## src/rtl/pid_pkg.sv

```systemverilog
// Shared definitions for the PID datapath: FSM state encoding and default widths/limits.
package pid_pkg;

  localparam int PID_W           = 16;
  localparam int PID_INTEG_LIMIT = 32767;

  typedef enum logic [1:0] {
    IDLE = 2'd0,
    ADD  = 2'd1,
    HOLD = 2'd2
  } pid_state_t;

endpackage

```

## src/rtl/pid_sat_add.sv

```systemverilog
// Combinational signed add of accumulator and error, with optional symmetric clamp.
// Clamp is built only when PID_INTEG_SAT_EN is defined; otherwise the sum wraps.
module pid_sat_add #(
  parameter int WIDTH = 16,
  parameter int LIMIT = 32767
) (
  input  logic [WIDTH-1:0] a,
  input  logic [WIDTH-1:0] b,
  output logic [WIDTH-1:0] result,
  output logic             sat
);

`ifdef PID_INTEG_SAT_EN
  localparam logic signed [WIDTH:0] POS_LIM = (WIDTH+1)'(LIMIT);
  localparam logic signed [WIDTH:0] NEG_LIM = -POS_LIM;

  logic signed [WIDTH:0] sum;

  // One extra bit keeps the true sum so both overflow directions are visible.
  assign sum = $signed({a[WIDTH-1], a}) + $signed({b[WIDTH-1], b});

  always_comb begin
    result = sum[WIDTH-1:0];
    sat    = 1'b0;
    if (sum > POS_LIM) begin
      result = POS_LIM[WIDTH-1:0];
      sat    = 1'b1;
    end else if (sum < NEG_LIM) begin
      result = NEG_LIM[WIDTH-1:0];
      sat    = 1'b1;
    end
  end
`else
  // Without the clamp the carry bit is irrelevant: the low WIDTH bits are the wrapped sum.
  assign result = a + b;
  assign sat    = 1'b0;
`endif

endmodule

```

## src/rtl/pid_integrator.sv

```systemverilog
// Signed error integrator: accepts one error per handshake, accumulates, clamps and
// presents the result on a registered valid/ready output. Clamp enabled by PID_INTEG_SAT_EN.
module pid_integrator
  import pid_pkg::*;
#(
  parameter int WIDTH = PID_W,
  parameter int LIMIT = PID_INTEG_LIMIT
) (
  input  logic             clk,
  input  logic             rst_n,
  input  logic             clear,
  input  logic             in_valid,
  output logic             in_ready,
  input  logic [WIDTH-1:0] err,
  output logic             out_valid,
  input  logic             out_ready,
  output logic [WIDTH-1:0] integ,
  output logic             sat
);

  pid_state_t       state, next_state;
  logic [WIDTH-1:0] acc;
  logic [WIDTH-1:0] err_q;
  logic [WIDTH-1:0] sum_res;
  logic             sum_sat;
  logic             accept;

  pid_sat_add #(
    .WIDTH (WIDTH),
    .LIMIT (LIMIT)
  ) u_sat_add (
    .a      (acc),
    .b      (err_q),
    .result (sum_res),
    .sat    (sum_sat)
  );

  assign in_ready = (state == IDLE) && !clear;
  assign accept   = in_valid && in_ready;

  always_comb begin
    next_state = state;
    unique case (state)
      IDLE:    if (accept) next_state = ADD;
      ADD:     next_state = HOLD;
      HOLD:    if (out_ready) next_state = IDLE;
      default: next_state = IDLE;
    endcase
    if (clear) next_state = IDLE;
  end

  always_ff @(posedge clk or negedge rst_n) begin
    if (!rst_n) begin
      state <= IDLE;
    end else begin
      state <= next_state;
    end
  end

  // Clear overrides every datapath update, including a result being formed in ADD.
  always_ff @(posedge clk or negedge rst_n) begin
    if (!rst_n) begin
      acc       <= '0;
      integ     <= '0;
      sat       <= 1'b0;
      out_valid <= 1'b0;
      err_q     <= '0;
    end else if (clear) begin
      acc       <= '0;
      integ     <= '0;
      sat       <= 1'b0;
      out_valid <= 1'b0;
    end else begin
      unique case (state)
        IDLE: begin
          if (accept) err_q <= err;
        end
        ADD: begin
          acc       <= sum_res;
          integ     <= sum_res;
          sat       <= sum_sat;
          out_valid <= 1'b1;
        end
        HOLD: begin
          if (out_ready) out_valid <= 1'b0;
        end
        default: ;
      endcase
    end
  end

endmodule

```

## config.mk

```make
export PLATFORM = sky130hd
export DESIGN_NAME = pid_integrator
export DESIGN_NICKNAME = d
export VERILOG_FILES = /design/src/rtl/pid_pkg.sv /design/src/rtl/pid_sat_add.sv /design/src/rtl/pid_integrator.sv
export SDC_FILE = /design/constraint.sdc
export NUM_CORES = 1
export LEC_CHECK = 0
export ABC_AREA = 1
export CORE_MARGIN = 2
export CORE_UTILIZATION = 45
export DETAILED_ROUTE_END_ITERATION = 8
export PLACE_DENSITY = 0.66
export SLEW_MARGIN = 20
export SYNTH_ARGS = -nofsm -noshare
export SYNTH_HDL_FRONTEND = slang
export SYNTH_SLANG_ARGS = --single-unit
```

## constraint.sdc

```tcl
create_clock -name clk -period 2.1 [get_ports clk]
set_clock_uncertainty 0.15 [all_clocks]
set_input_delay 0.315 -clock clk [delete_from_list [all_inputs] [get_ports clk]]
set_output_delay 0.315 -clock clk [all_outputs]
set_load 0.01 [all_outputs]
```

==> run summary, run 1 <==
antenna violations before repair: 0
WL per Instance: 11.6 um
synthesized cell area: 2270 sq um
CTS root buffer: clkbuf_8
Synth area leaders: dfrtp_1, nand2_1, ha_1, inv_1, nand3_1
Ports: 40
Syn-to-layout area delta: 24.0%
Slew Limit Fails: 0
CTS tree: done
crit end category: output port
Die W: 75.1 um
Cell Rows: 25
first-pass GRT wire length: 8800 um
via count: 2,045
Post-Syn Area per Cell: 7.09 sq um
Finished Layout Cells: 434
status: completed
final-report hold violation count: 0
Antenna diodes: 0
critical path peak fanout: 4
post-synth cell types: 33
critical path startpoint: state[0]
Max Buffers Root-to-Sink: 2
maxcap violations: 0
worst r2r src: acc[0]
drt initial violations: 74
largest net degree at the start of global routing: 36
hpwl dp: 3920 um
CTS clock-pin slew for the worst setup and hold paths: 0.07 ns
IO Port Bufs: 38
CTS Buf Count: 5
final WL: 5050 um
clk sink count: 35
Tot Pwr: 1.88 mW
Core ar.: 4790 sq um
DR pass1 iterations: 5
syn nets: 358
GRT overflow: 0
H-tree Lvls: 2
post-synthesis register bit count: 35
final setup TNS: 0 ns
Pwr Density: 666 nW/um^2
gpl congestion: 0.819
CP Class: reg -> out
critical path startpoint category: register
Final setup viols: 0
Hold-fix buffers, CTS: 0
Final ANT Viol Nets: 0
reg2reg path depth: 11
vias per inst: 4.71
fin util: 0.590
maximum vdd drop: 0.370 mV
die height: 75.1 um
HP Class: in -> async
share of the synthesized area in the top cell type: 0.385
fraction of layout cells with a size suffix above 1: 0.0790
FILL cells: 468
total track usage: 0.211
cell taking the most area after synthesis: dfrtp_1
WP data arrival: 1.47 ns
die area: 5640 sq um
vias in the first global route: 1,893
sequential area share after synthesis: 0.385
Cells after Synth: 321
latest clock arrival within the worst-skew pair: 0.29 ns
nets: 403
Fin Hold WS: 0.289 ns
Synth warnings: 0
DRC Markers: 0
P_leak: 1.58 nW
Tcrit/Tclk final: 0.921
Critical Path RT: 1.63 ns
starting density of the core: 0.475
shortest period the worst path allows: 1.93 ns
fmax: 517 MHz
placed cell count: 425
unrepaired setup endpoints after global routing: no
[cell usage after synthesis, drive strengths merged]
cell	count
ha	15
or2	2
fa	1
conb	1
nand2	153
o21ai	7
nand4	2
o22ai	1
o311ai	1
a21oi	11
nand3b	2
nand3	19
nor3	4
inv	45
a22o	1
xor2	2
and2	1
dfrtp	35
o31ai	1
nor2	12
buf	5
[logic make-up (layout without fill, tap and decap cells)]
family,Yosys count,in the layout,share of synthesized area
AO/OA/AOI/OAI,22,22,0.0534
XOR/XNOR,2,2,0.00770
adder cells (fa/ha/maj),16,16,0.0913
buffers and inverters,50,96,0.0941
flip-flops,35,35,0.385
other,1,1,0.00165
AND/OR/NAND/NOR,195,195,0.367
[placed cells by master, fill, tap and decap left out, types with 5 or more instances in the layout]
| cell type | count |
|---|---|
| nor2_1 | 10 |
| nand2_1 | 146 |
| o21ai_0 | 5 |
| clkdlybuf4s50_1 | 38 |
| clkbuf_8 | 5 |
| buf_4 | 5 |
| dfrtp_1 | 35 |
| inv_1 | 43 |
| nand3_1 | 18 |
| nand2_2 | 6 |
| ha_1 | 15 |
| a21oi_1 | 11 |
[metal layers]
layer	track usage	vias to the layer above	routed length, um
li1	-	1088	-
met1	0.316	918	2660
met2	0.301	31	2160
met3	0.0442	8	141
met4	0.0734	0	98
met5	0	-	0
[where the power goes]
part	internal, mW	total [mW]	switching, mW	leakage [nW]
Sequential	0.756	0.824	0.0678	0.459
Combinational	0.242	0.566	0.323	1.08
Clock	0.232	0.491	0.259	0.0412
[worst paths after layout]
path | end | slack [ns]
worst max-delay path | in_ready | 0.17
worst min-delay path | state[0] | 0.29
worst max register to register | acc[12] | 0.21
worst min register to register | err_q[0] | 0.35
max in group asynchronous | acc[12] | 1.19
min in group clk | err_q[0] | 0.35
[registers in the layout, summed over array words and instances (netlist names)]
register / flops
err_q: 16
acc: 16
state: 2
out_valid: 1
[metrics by stage]
step                      setup WS [ns]  cell area [sq um]
after global placement            0.178               2730
final                             0.166               2820
after CTS                         0.145               2810
after floorplan                   0.295               2270
after detailed placement          0.174               2730
after global routing             0.0352               2820
[what timing repair did]
action / in CTS / in global routing
setup endpoints to repair: 0 / 2
resized for setup: 0 / 1
buffers inserted: 0 / 1
[worst max-delay path, stage by stage, from the launching register on]
cell	delay (ns)
dfrtp_1	0.43
nor3_4	0.20
clkdlybuf4s50_1	0.55
[layout make-up]
type,instances,area (sq um),share of cell area
clock buffer,6,72.6,0.0257
clock inverter,2,12.5,0.00443
inverter,45,171,0.0608
multi-input combinational,236,1190,0.421
sequential,35,876,0.310
tap,67,83.8,0.0297
timing repair buffer,43,418,0.148
Note: power is estimated with default switching activity, not from simulation.
==> inputs of run 2 (changes only) <==
HOLD_SLACK_MARGIN = 0.06   (was not set)
==> results of run 2 <==
Same layout as run 1: the final DEF is identical, and so are final timing and power.
